File: config.mk
export PLATFORM = sky130hd
export DESIGN_NAME = dpram_port_scheduler_flat
export DESIGN_NICKNAME = d
export VERILOG_FILES = /design/src/rtl/dpram_port_scheduler_if.sv /design/src/rtl/dpram_port_scheduler.sv /design/src/flat_wrapper.sv
export SDC_FILE = /design/constraint.sdc
export NUM_CORES = 1
export LEC_CHECK = 0
export ABC_AREA = 1
export BUFFER_PORTS_ARGS = -buffer_cell sky130_fd_sc_hd__buf_2
export CAP_MARGIN = 25
export CORE_ASPECT_RATIO = 1.75
export CORE_MARGIN = 1.5
export CORE_UTILIZATION = 45
export CTS_CLUSTER_SIZE = 10
export DETAILED_ROUTE_END_ITERATION = 8
export GPL_TIMING_DRIVEN = 1
export PLACE_DENSITY_LB_ADDON = 0.12
export SETUP_SLACK_MARGIN = 0.5
export SLEW_MARGIN = 40
export SYNTH_ARGS = -nofsm -noshare
export SYNTH_HDL_FRONTEND = slang
export SYNTH_SLANG_ARGS = --single-unit
File: constraint.sdc
create_clock -name clk -period 2.66 [get_ports clk]
set_input_delay 0.266 -clock clk [delete_from_list [all_inputs] [get_ports clk]]
set_output_delay 0.266 -clock clk [all_outputs]
set_load 0.02 [all_outputs]
File: src/rtl/dpram_port_scheduler_if.sv
// Requester-side and memory-side signals of the dual-requester DPRAM port scheduler.
// The master modport is the requester/memory environment; the slave modport is the scheduler.
interface dpram_port_scheduler_if #(
  parameter int DATA_WIDTH    = 8,
  parameter int ADDRESS_DEPTH = 32
);
  localparam int AW = $clog2(ADDRESS_DEPTH);

  logic [1:0]              req;
  logic [1:0]              wr;
  logic [2*AW-1:0]         addr;
  logic [2*DATA_WIDTH-1:0] wdata;
  logic                    hold;
  logic [1:0]              gnt;
  logic [1:0]              rvalid;
  logic [DATA_WIDTH-1:0]   rdata;
  logic [1:0]              wack;
  logic                    busy;
  logic                    mem_en;
  logic                    mem_wr;
  logic [AW-1:0]           mem_addr;
  logic [DATA_WIDTH-1:0]   mem_wdata;
  logic [DATA_WIDTH-1:0]   mem_rdata;

  modport master (
    output req, wr, addr, wdata, hold, mem_rdata,
    input  gnt, rvalid, rdata, wack, busy, mem_en, mem_wr, mem_addr, mem_wdata
  );

  modport slave (
    input  req, wr, addr, wdata, hold, mem_rdata,
    output gnt, rvalid, rdata, wack, busy, mem_en, mem_wr, mem_addr, mem_wdata
  );
endinterface

File: src/rtl/dpram_port_scheduler.sv
// Round-robin scheduler sharing one pipelined memory port between two requesters.
// In-flight commands are tracked by tag shift registers sized to the fixed read/write
// latencies; those tags drive the rvalid/wack pulses and the same-address hazard checks.
module dpram_port_scheduler #(
  parameter int DATA_WIDTH    = 8,
  parameter int ADDRESS_DEPTH = 32,
  parameter int READ_LATENCY  = 4,
  parameter int WRITE_LATENCY = 4
) (
  input logic                   clk,
  input logic                   rst,
  dpram_port_scheduler_if.slave bus
);
  localparam int AW = $clog2(ADDRESS_DEPTH);
  // A read tag lives until its rvalid cycle: one stage per memory cycle, plus the
  // mem_en stage and the rdata capture stage. A write tag lives until its wack cycle.
  localparam int RD_STAGES = READ_LATENCY + 2;
  localparam int WR_STAGES = WRITE_LATENCY + 1;

  typedef enum logic {PTR_REQ0 = 1'b0, PTR_REQ1 = 1'b1} ptr_t;

  ptr_t                  ptr;
  logic [AW-1:0]         req_addr  [2];
  logic [DATA_WIDTH-1:0] req_wdata [2];

  logic [RD_STAGES-1:0]  rd_v;
  logic                  rd_req  [RD_STAGES];
  logic [AW-1:0]         rd_addr [RD_STAGES];
  logic [WR_STAGES-1:0]  wr_v;
  logic                  wr_req  [WR_STAGES];
  logic [AW-1:0]         wr_addr [WR_STAGES];

  logic [1:0]            raw_block;
  logic [1:0]            war_block;
  logic [1:0]            eligible;
  logic [1:0]            gnt_c;
  logic                  acc_any;
  logic                  acc_idx;
  logic                  acc_wr;
  logic [AW-1:0]         acc_addr;
  logic [DATA_WIDTH-1:0] acc_wdata;
  logic                  busy_n;

  logic                  mem_en_q;
  logic                  mem_wr_q;
  logic [AW-1:0]         mem_addr_q;
  logic [DATA_WIDTH-1:0] mem_wdata_q;
  logic [DATA_WIDTH-1:0] rdata_q;
  logic                  busy_q;

  // Split the packed per-requester address and write-data buses into per-requester words.
  always_comb begin
    for (int i = 0; i < 2; i++) begin
      req_addr[i]  = bus.addr[i*AW +: AW];
      req_wdata[i] = bus.wdata[i*DATA_WIDTH +: DATA_WIDTH];
    end
  end

  // A read waits behind any in-flight write to its address, a write behind any in-flight read.
  always_comb begin
    raw_block = '0;
    war_block = '0;
    for (int i = 0; i < 2; i++) begin
      for (int k = 0; k < WR_STAGES; k++) begin
        if (wr_v[k] && (wr_addr[k] == req_addr[i])) begin
          raw_block[i] = 1'b1;
        end
      end
      for (int k = 0; k < RD_STAGES; k++) begin
        if (rd_v[k] && (rd_addr[k] == req_addr[i])) begin
          war_block[i] = 1'b1;
        end
      end
    end
    for (int i = 0; i < 2; i++) begin
      eligible[i] = bus.req[i] && !(bus.wr[i] ? war_block[i] : raw_block[i]);
    end
  end

  // Round-robin grant: the pointer only breaks ties, a lone eligible requester always wins.
  always_comb begin
    gnt_c = 2'b00;
    if (!rst && !bus.hold) begin
      if (eligible == 2'b11) begin
        gnt_c = (ptr == PTR_REQ1) ? 2'b10 : 2'b01;
      end else begin
        gnt_c = eligible;
      end
    end
  end

  assign acc_any   = |gnt_c;
  assign acc_idx   = gnt_c[1];
  assign acc_wr    = bus.wr[acc_idx];
  assign acc_addr  = req_addr[acc_idx];
  assign acc_wdata = req_wdata[acc_idx];

  // Busy tracks whether any tag will still be live next cycle, including a fresh accept.
  assign busy_n = acc_any | (|rd_v[RD_STAGES-2:0]) | (|wr_v[WR_STAGES-2:0]);

  // Memory-port strobe, captured command fields, fairness pointer and busy flag.
  always_ff @(posedge clk) begin
    if (rst) begin
      mem_en_q    <= 1'b0;
      mem_wr_q    <= 1'b0;
      mem_addr_q  <= '0;
      mem_wdata_q <= '0;
      ptr         <= PTR_REQ0;
      busy_q      <= 1'b0;
    end else begin
      mem_en_q <= acc_any;
      busy_q   <= busy_n;
      if (acc_any) begin
        mem_wr_q    <= acc_wr;
        mem_addr_q  <= acc_addr;
        mem_wdata_q <= acc_wdata;
        ptr         <= acc_idx ? PTR_REQ0 : PTR_REQ1;
      end
    end
  end

  // Completion tag pipelines; one stage per cycle so back-to-back accepts never collide.
  always_ff @(posedge clk) begin
    if (rst) begin
      rd_v <= '0;
      wr_v <= '0;
      for (int k = 0; k < RD_STAGES; k++) begin
        rd_req[k]  <= 1'b0;
        rd_addr[k] <= '0;
      end
      for (int k = 0; k < WR_STAGES; k++) begin
        wr_req[k]  <= 1'b0;
        wr_addr[k] <= '0;
      end
    end else begin
      rd_v       <= {rd_v[RD_STAGES-2:0], acc_any & ~acc_wr};
      wr_v       <= {wr_v[WR_STAGES-2:0], acc_any & acc_wr};
      rd_req[0]  <= acc_idx;
      rd_addr[0] <= acc_addr;
      wr_req[0]  <= acc_idx;
      wr_addr[0] <= acc_addr;
      for (int k = 1; k < RD_STAGES; k++) begin
        rd_req[k]  <= rd_req[k-1];
        rd_addr[k] <= rd_addr[k-1];
      end
      for (int k = 1; k < WR_STAGES; k++) begin
        wr_req[k]  <= wr_req[k-1];
        wr_addr[k] <= wr_addr[k-1];
      end
    end
  end

  // Capture memory read data in the cycle it is valid, one cycle ahead of the rvalid pulse.
  always_ff @(posedge clk) begin
    if (rst) begin
      rdata_q <= '0;
    end else if (rd_v[RD_STAGES-2]) begin
      rdata_q <= bus.mem_rdata;
    end
  end

  assign bus.gnt       = gnt_c;
  assign bus.rvalid    = (rd_v[RD_STAGES-1] && !rst) ? (rd_req[RD_STAGES-1] ? 2'b10 : 2'b01) : 2'b00;
  assign bus.wack      = (wr_v[WR_STAGES-1] && !rst) ? (wr_req[WR_STAGES-1] ? 2'b10 : 2'b01) : 2'b00;
  assign bus.rdata     = rst ? '0 : rdata_q;
  assign bus.busy      = busy_q & ~rst;
  assign bus.mem_en    = mem_en_q & ~rst;
  assign bus.mem_wr    = mem_wr_q & ~rst;
  assign bus.mem_addr  = rst ? '0 : mem_addr_q;
  assign bus.mem_wdata = rst ? '0 : mem_wdata_q;
endmodule

File: src/flat_wrapper.sv
// flat-port wrapper written by rule: the top's interface ports become plain ports
module dpram_port_scheduler_flat 
#(
  parameter int DATA_WIDTH    = 8,
  parameter int ADDRESS_DEPTH = 32,
  parameter int READ_LATENCY  = 4,
  parameter int WRITE_LATENCY = 4
)
  (clk, rst, bus_req, bus_wr, bus_addr, bus_wdata, bus_hold, bus_mem_rdata, bus_gnt, bus_rvalid, bus_rdata, bus_wack, bus_busy, bus_mem_en, bus_mem_wr, bus_mem_addr, bus_mem_wdata);
  dpram_port_scheduler_if #(.DATA_WIDTH(DATA_WIDTH), .ADDRESS_DEPTH(ADDRESS_DEPTH)) bus_i ();
  input logic clk;
  input logic rst;
  input wire logic [$bits(bus_i.req)-1:0] bus_req;
  input wire logic [$bits(bus_i.wr)-1:0] bus_wr;
  input wire logic [$bits(bus_i.addr)-1:0] bus_addr;
  input wire logic [$bits(bus_i.wdata)-1:0] bus_wdata;
  input wire logic [$bits(bus_i.hold)-1:0] bus_hold;
  input wire logic [$bits(bus_i.mem_rdata)-1:0] bus_mem_rdata;
  output wire logic [$bits(bus_i.gnt)-1:0] bus_gnt;
  output wire logic [$bits(bus_i.rvalid)-1:0] bus_rvalid;
  output wire logic [$bits(bus_i.rdata)-1:0] bus_rdata;
  output wire logic [$bits(bus_i.wack)-1:0] bus_wack;
  output wire logic [$bits(bus_i.busy)-1:0] bus_busy;
  output wire logic [$bits(bus_i.mem_en)-1:0] bus_mem_en;
  output wire logic [$bits(bus_i.mem_wr)-1:0] bus_mem_wr;
  output wire logic [$bits(bus_i.mem_addr)-1:0] bus_mem_addr;
  output wire logic [$bits(bus_i.mem_wdata)-1:0] bus_mem_wdata;
  assign bus_i.req = bus_req;
  assign bus_i.wr = bus_wr;
  assign bus_i.addr = bus_addr;
  assign bus_i.wdata = bus_wdata;
  assign bus_i.hold = bus_hold;
  assign bus_i.mem_rdata = bus_mem_rdata;
  assign bus_gnt = bus_i.gnt;
  assign bus_rvalid = bus_i.rvalid;
  assign bus_rdata = bus_i.rdata;
  assign bus_wack = bus_i.wack;
  assign bus_busy = bus_i.busy;
  assign bus_mem_en = bus_i.mem_en;
  assign bus_mem_wr = bus_i.mem_wr;
  assign bus_mem_addr = bus_i.mem_addr;
  assign bus_mem_wdata = bus_i.mem_wdata;
  dpram_port_scheduler #(.DATA_WIDTH(DATA_WIDTH), .ADDRESS_DEPTH(ADDRESS_DEPTH), .READ_LATENCY(READ_LATENCY), .WRITE_LATENCY(WRITE_LATENCY)) u_core (.clk(clk), .rst(rst), .bus(bus_i));
endmodule
# Yosys cells after proc, flatten, opt, wreduce, memory -nomap -nowiden
# Memories as Yosys holds them, arrays and structs flattened.
# Cells that the tools add are included.
[totals] reg_bits=36 ramBits=66 input_bits=41 output_inout_bits=30 wordCells=172 memories=4
[op_classes] magnitude_cmp=2 n_eq_ne=23 n_mux=68 n_bitwise=32 reduce_logical=34
[mem_list] name="u_core.rd_addr" words=6 word_bits=5 read_ports=6 rd_clocked_by_memory_dff=0 write_ports=6 line_no="dpram_port_scheduler.sv:28" source="logic [AW-1:0] rd_addr [RD_STAGES];"
[mem_list] name="u_core.wr_addr" words=5 word_bits=5 read_ports=5 rd_clocked_by_memory_dff=0 write_ports=5 line_no="dpram_port_scheduler.sv:31" source="logic [AW-1:0] wr_addr [WR_STAGES];"
[mem_list] name="u_core.rd_req" words=6 word_bits=1 read_ports=6 rd_clocked_by_memory_dff=0 write_ports=6 line_no="dpram_port_scheduler.sv:27" source="logic rd_req [RD_STAGES];"
[mem_list] name="u_core.wr_req" words=5 word_bits=1 read_ports=5 rd_clocked_by_memory_dff=0 write_ports=5 line_no="dpram_port_scheduler.sv:30" source="logic wr_req [WR_STAGES];"
[ops] operator="$eq A5 B5 Y1" count=22
[ops] operator="$mux W5" count=15
[ops] operator="$mux W1" count=41
[ops] operator="$mux W8" count=5
[ops] operator="$logic_and A1 B1 Y1" count=27
[ops] operator="$or A1 B1 Y1" count=24
[ops] operator="$mux W2" count=7
[ops] operator="$and A1 B1 Y1" count=5
[ops] operator="$reduce_or A5 Y1" count=1
[ops] operator="$logic_not A1 Y1" count=4
[ops] operator="$reduce_or A4 Y1" count=1
[ops] operator="$eq A2 B2 Y1 const B" count=1
[ops] operator="$ge A2 B2 Y1 const B" count=1
[ops] operator="$lt A1 B2 Y1 const B" count=1
[ops] operator="$not A1 Y1" count=2
[ops] operator="$not A1 Y2" count=1
[ops] operator="$reduce_or A2 Y1" count=1

# Logic depth before layout (Yosys ltp)
# Gate-level depths: netlist (run 1).
[depth] ltp_word=19 depth_mapped=18 depth_no_buf=16

# Worst setup path after synthesis (run 1)
# No wires, ideal clock.
[synth_path] path_kind="input-to-output" from="input bus_addr[0]" to="output bus_gnt[0]" arrival_time_ps=1683 required_ps=2394 slack_ps=711 stages=13 n_path_buf=2 cell_sequence="buf_4 inv_2 nand2_1 nand2_1 nor2_1 nand4_1 nand2_1 nor2_1 nand2_1 nand2_1 nand3_2 buf_4 a31oi_1"
[synth_via] elab_chain_len=14 word_cells_on_any_way=39 classes_between="eq/ne: 12; mux: 14; reduce/logical: 13"
[synth_rtl] item="start, declared" line_no="flat_wrapper.sv:15" source="input wire logic [$bits(bus_i.addr)-1:0] bus_addr;"
[synth_rtl] item="$eq A5 B5 Y1" line_no="dpram_port_scheduler.sv:70" source="if (rd_v[k] && (rd_addr[k] == req_addr[i])) begin"
[synth_rtl] item="$logic_and A1 B1 Y1" line_no="dpram_port_scheduler.sv:70"
[synth_rtl] item="$mux W1 (6 in a row)" line_no="dpram_port_scheduler.sv:70"
[synth_rtl] item="$mux W1 (*)" line_no="dpram_port_scheduler.sv:76" source="eligible[i] = bus.req[i] && !(bus.wr[i] ? war_block[i] : raw_block[i]);"
[synth_rtl] item="$logic_not A1 Y1 (*)" line_no="dpram_port_scheduler.sv:76"
[synth_rtl] item="$logic_and A1 B1 Y1 (*)" line_no="dpram_port_scheduler.sv:76"
[synth_rtl] item="$eq A2 B2 Y1" line_no="dpram_port_scheduler.sv:84" source="if (eligible == 2'b11) begin"
[synth_rtl] item="$mux W2 (*)" line_no="dpram_port_scheduler.sv:84"
[synth_rtl] item="$mux W2 (*)" line_no="dpram_port_scheduler.sv:83" source="if (!rst && !bus.hold) begin"
[synth_rtl] item="end, declared" line_no="flat_wrapper.sv:19" source="output wire logic [$bits(bus_i.gnt)-1:0] bus_gnt;"
# Every way passes the cells marked *; elsewhere a longest branch is shown, timed or not.

==> results of run 1 <==
[what timing repair did]
action | in CTS | in global routing
pin swaps | 3 | 10
buffers inserted | 2 | 3
resized for setup | 16 | 43
setup endpoints to repair | 3 | 19
[critical path, cell delays in order, from the launching register on]
cell     delay (ps)
dfxtp_2         350
inv_1            50
nand2_1          60
nand2_2          70
nor2_4          160
nand3_1         100
nor2_2          120
nor2_1           60
nand2_1         110
nand2_4          90
a31oi_2         200
buf_2           190
[report_power, final]
group | internal, mW | switching (mW)
sequential | 1.12 | 0.0216
combinational | 0.131 | 0.244
clock | 0.917 | 0.472
[registers in the layout, indices dropped and copies added (netlist names), 5 cells and up]
signal,count
u_core.mem_wdata_q,8
u_core.rd_req,6
u_core.rdata_q,8
u_core.rd_addr,30
u_core.wr_v,5
u_core.mem_addr_q,5
u_core.rd_v,6
[per-stage QoR]
step / hold slack (ps) / setup slack [ps] / utilization [%]
3_5_place_dp: 396.4 / 325.7 / 49.92
5_1_grt: 141.8 / 371.6 / 56.44
3_3_place_gp: 392.0 / 316.5 / 49.92
2_1_floorplan: 388.3 / 710.8 / -
6_report: 139.3 / 509.6 / 56.44
4_1_cts: 137.3 / 503.8 / 54.95
[routing by layer]
layer / part of all wire, % / wire length, um / up-vias
li1: - / - / 1886
met3: 3.4 / 358 / 28
met5: 0 / 0 / -
met2: 55 / 5769 / 90
met4: 4.5 / 473 / 0
met1: 37 / 3878 / 1677
[final timing paths]
path,end,slack (ps),cells after the start,startpoint
setup / recovery,bus_gnt[0],510,11,u_core.rd_addr[0][12]
hold / removal,u_core.rdata_q[7],140,2,bus_mem_rdata[7]
setup reg to reg,u_core.mem_addr_q[2],630,15,u_core.rd_addr[0][18]
hold reg to reg,u_core.rd_req[0][3],400,2,u_core.rd_req[0][2]
[kinds of logic (layout without fill, tap and decap cells)]
| family | after synthesis | after routing | synth area share (%) |
|---|---|---|---|
| AO/OA/AOI/OAI | 32 | 32 | 5.284 |
| XOR/XNOR | 25 | 25 | 5.779 |
| buffers and inverters | 138 | 210 | 15.75 |
| flip-flops | 72 | 72 | 38.04 |
| AND/OR/NAND/NOR | 313 | 313 | 35.14 |
[layout by cell type (no fill, tap or decap), drive strengths merged, types with 8 or more instances in the layout]
cell	synthesis	routed
a21oi	11	11
buf	19	80
clkbuf	5	9
dfxtp	72	72
inv	113	113
nand2	138	138
nand3	51	51
nand4	16	16
nor2	104	104
o21ai	8	8
o22a	8	8
xnor2	10	10
xor2	15	15
[layout make-up]
cell class                 instances  area (sq um)
clock buffer                       9         225.2
clock inverter                     7         120.1
fill                             855          3597
inverter                         114         427.9
multi-input combinational        370          1876
sequential                        72          1461
tap                               92         115.1
timing repair buffer              80         435.4
==> results.sh, run 1 <==
export IMPL_status="completed"
export IMPL_fin_skew_ps=6.264
export IMPL_cts_tree="built"
export IMPL_cts_buffer_depth=2
export IMPL_io_pin_count=71
export IMPL_vdd_ir_drop_max_mv=0.3852
export IMPL_wirelength_um=10480
export IMPL_worst_setup_path_type="reg -> out"
export IMPL_postPlaceCellArea_sq_um=4123
export IMPL_period_share_pct=80.84
export IMPL_dp_cells=723
export IMPL_place_port_buffers=70
export IMPL_die_h_um=124.4
export IMPL_slew_headroom_pct=61.73
export IMPL_first_pass_iters=4
export IMPL_worstMarginPinSlew_ps=572.0
export IMPL_place_congestion=1.004
export IMPL_power_mw=2.904
export IMPL_met2_usage_pct=45.64
export IMPL_cts_buffers=9
export IMPL_grt_pass1_wl_um=17020
export IMPL_syn_avg_cell_area_sq_um=6.532
export IMPL_netlist_area_sq_um=3789
export IMPL_synthFlopType="dfxtp_1"
export IMPL_crit_path_end_kind="output pin"
export IMPL_core_area_sq_um=8258
export IMPL_fin_setup_tns_ps=0
export IMPL_grtUsageMet1_pct=25.17
export IMPL_vias_per_cell=4.948
export IMPL_drc=0
export IMPL_synth_cell_types=26
export IMPL_synth_edff_count=0
export IMPL_postRouteAntennaNets=0
export IMPL_grt_remaining_overflow=0
export IMPL_syn_nets=621
export IMPL_synthTopCellsByCount="nand2_1, inv_1, nor2_1, dfxtp_1, nand3_1"
export IMPL_gr_usage_met3_pct=3.803
export IMPL_startpoint_type="flip-flop"
export IMPL_fin_cells=744
export IMPL_design_area_sq_um=4661
export IMPL_cts_root_buf="clkbuf_16"
export IMPL_clkSinkCount=72
export IMPL_async_flop_share_pct=0
export IMPL_ctsHoldBuffers=0
export IMPL_rsz0062_at_grt="yes"
export IMPL_h_tree_depth=3
export IMPL_die_area_sq_um=9000
export IMPL_max_freq_mhz=465.0
export IMPL_track_usage_pct=24.71
export IMPL_placementRows=44
export IMPL_die_w_um=72.36
export IMPL_required_ps=2390
export IMPL_drt_initial_drc_count=141
export IMPL_ys_ff_latch=72
export IMPL_vias=3681
export IMPL_clkTransAtPathRegs_ps=60
export IMPL_min_period_ps=2150
export IMPL_antenna_found_initial=0
export IMPL_leakagePower_nw=2.421
export IMPL_yosysTopAreaCell="dfxtp_1"
export IMPL_syn2layout_area_growth_pct=23.02
export IMPL_setup_violations=0
export IMPL_wl_per_cell_um=14.09
export IMPL_cp_max_fo=3
export IMPL_grt_busiest_layer="met2"
export IMPL_hp_class="in -> reg"
export IMPL_crit_arrival_ps=1880
export IMPL_hpwl_um=7836
export IMPL_yosysSeqAreaShare_pct=38.04
export IMPL_grt_pass1_vias=3644
export IMPL_fin_nets=688
export IMPL_clock_latency_ps=340
export IMPL_powerDensity_nw_per_um2=623.0
export IMPL_yosysMostFrequentCell="nand2_1"
export IMPL_ys_warn_count=0
export IMPL_timing_max_cap_violations=0
export IMPL_grt_max_degree=57
export IMPL_drv_slew=0
export IMPL_synth_area_leaders="dfxtp_1, nand2_1, inv_1, nor2_1, nand3_1"
export IMPL_start_util_pct=45.88
export IMPL_synth_top_area_share_pct=38.04
export IMPL_hold_viol_final=0
export IMPL_antenna_cells=0
export IMPL_syn_inst=580
export IMPL_drive_gt1_share_pct=24.23
(Power assumes the default switching activity.)
==> inputs of run 2 (changes only) <==
clock period = 1.8 ns   (was 2.66 ns; I/O delays follow)
==> run 2 against run 1 <==
Against the previous run:
- the run now ends with negative setup slack left
- via count rose by 6.2%
- clock-buffer cell count unchanged
- non-clock buffer count increased by 68
- critical path type unchanged
==> results.sh, run 2 (same netlist as run 1, synthesis figures left out) <==
export IMPL_multiInputGateArea_sq_um=2018
export IMPL_rr_endpoint="u_core.ptr"
export IMPL_grt_pass1_wl_um=18080
export IMPL_clkTransAtPathRegs_ps=60
export IMPL_powerDensity_nw_per_um2=776.1
export IMPL_largest_reg_flops=30
export IMPL_worst_setup_path_type="reg -> out"
export IMPL_grt_pass1_vias=3888
export IMPL_cp_max_fo=3
export IMPL_max_freq_mhz=470.3
export IMPL_setup_violations=25
export IMPL_critPathTopFamily="simple AND/OR/NAND/NOR gates"
export IMPL_leakagePower_nw=2.792
export IMPL_antenna_found_initial=0
export IMPL_slew_headroom_pct=73.33
export IMPL_drv_slew=0
export IMPL_path_buf_inv=3
export IMPL_min_to="u_core.rdata_q[3]"
export IMPL_fin_cells=813
export IMPL_grt_max_degree=47
export IMPL_h_tree_depth=3
export IMPL_vias=3908
export IMPL_fin_setup_tns_ps=-5560
export IMPL_drt_initial_drc_count=156
export IMPL_drc=0
export IMPL_reg_largest_list="u_core.rd_addr x30, u_core.mem_wdata_q x8, u_core.rdata_q x8"
export IMPL_setup_slack_ps=-326.5
export IMPL_drive_gt1_share_pct=37.31
export IMPL_clkSinkCount=72
export IMPL_rsz0062_at_grt="yes"
export IMPL_vdd_ir_drop_max_mv=0.6384
export IMPL_slowest_delay_ps=330
export IMPL_start_util_pct=45.88
export IMPL_whs_ps=59.36
export IMPL_startpoint_type="flip-flop"
export IMPL_hold_path_depth=2
export IMPL_vias_per_cell=4.807
export IMPL_grt_remaining_overflow=0
export IMPL_fillers=765
export IMPL_fin_skew_ps=4.153
export IMPL_min_period_ps=2126
export IMPL_regArea_sq_um=1478
export IMPL_worstMarginPinSlew_ps=398.6
export IMPL_status="finished, violations left"
export IMPL_io_pin_count=71
export IMPL_track_usage_pct=26.33
export IMPL_reg2reg_slack_ps=-290
export IMPL_cts_root_buf="clkbuf_16"
export IMPL_hold_viol_final=0
export IMPL_first_pass_iters=4
export IMPL_placementRows=44
export IMPL_place_port_buffers=70
export IMPL_die_w_um=72.36
export IMPL_fin_util_pct=65.48
export IMPL_required_ps=1620
export IMPL_final_common_cell="nand2_1"
export IMPL_final_cell_mix="nand2_1, inv_1, nor2_1, buf_2, buf_4"
export IMPL_cp_slowest_cell="dfxtp_2"
export IMPL_hpwl_um=8375
export IMPL_place_congestion=0.9398
export IMPL_reg2reg_depth=16
export IMPL_wl_per_cell_um=13.85
export IMPL_die_area_sq_um=9000
export IMPL_timing_max_cap_violations=0
export IMPL_wirelength_um=11260
export IMPL_period_share_pct=118.1
export IMPL_violations="negative setup slack"
export IMPL_syn2layout_area_growth_pct=42.73
export IMPL_antenna_cells=0
export IMPL_cts_buffers=9
export IMPL_core_area_sq_um=8258
export IMPL_die_h_um=124.4
export IMPL_crit_path_end_kind="output pin"
export IMPL_hp_class="in -> reg"
export IMPL_crit_arrival_ps=1950
export IMPL_worstHoldStart="bus_mem_rdata[3]"
export IMPL_dp_cells=783
export IMPL_clock_latency_ps=330
export IMPL_regMostFlops="u_core.rd_addr"
export IMPL_postRouteAntennaNets=0
export IMPL_cp_cell_sequence="buf_6 -> xor2_2 -> nor2_2 -> nand3_1 -> nor2_1 -> nor2_1 -> nand2_1 -> nand2_4 -> nand3_4 -> buf_12 -> a31oi_4 -> buf_6"
export IMPL_cts_buffer_depth=2
export IMPL_fin_nets=757
export IMPL_r2r_start="u_core.rd_addr[0][5]"
export IMPL_cts_tree="built"
run 2: changes by cell type in the layout (fill, tap and decap cells not counted), moves of 13 or more:
cell     delta
dfxtp_2    +13
dfxtp_1    -13
buf_6      +15
buf_4      +52
nand3_2    +13
nand3_1    -13
run 2: worst max path at each step:
stage                     slack [ps]                  start               endpoint  cells past startpoint
after floorplan                  180  u_core.rd_addr[0][20]  u_core.mem_wdata_q[7]                     17
after global placement          -310            bus_addr[3]             bus_gnt[0]                     14
after detailed placement        -280            bus_addr[3]             bus_gnt[0]                     14
after CTS                       -320   u_core.rd_addr[0][5]             bus_gnt[0]                     12
after global routing            -420   u_core.rd_addr[0][5]             bus_gnt[0]                     12
final                           -330   u_core.rd_addr[0][5]             bus_gnt[0]                     12
run 2: through the flow:
stage | setup slack, ps | instance area (sq um) | total power [mW]
after floorplan | 177.3 | 3861 | 2.096
after global placement | -314.0 | 4652 | 2.319
after detailed placement | -282.7 | 4652 | 2.326
after CTS | -323.2 | 5249 | 4.201
after global routing | -417.3 | 5408 | 4.356
final | -326.5 | 5408 | 4.197
run 2: timing repair:
item | 4_1_cts | 5_1_grt
setup endpoints to repair | 31 | 37
setup buffers | 10 | 3
cloned | 1 | 0
resized for setup | 67 | 37
hold buffers | 0 | 0
pin swaps | 14 | 13
run 2: report_power, final:
| group | switching [mW] | leakage [nW] | internal [mW] |
|---|---|---|---|
| Clock | 0.727 | 0.139 | 1.08 |
| Sequential | 0.0347 | 0.598 | 1.65 |
| Combinational | 0.400 | 2.06 | 0.299 |
run 2: layout make-up:
cell class	instances	area share, %
clock buffers	9	4.165
clock inverters	7	1.458
inverters	114	8.029
multi-input cells	371	37.32
flip-flops and latches	72	27.33
well taps	92	2.129
repair buffers	148	19.57
run 2: metal layers:
metal,global-route usage [%],routed length (um),vias up
li1,-,-,2026
met1,26.22,4134,1781
met2,49.89,6342,78
met3,4.693,356,23
met4,12.99,426,0
met5,0,0,-
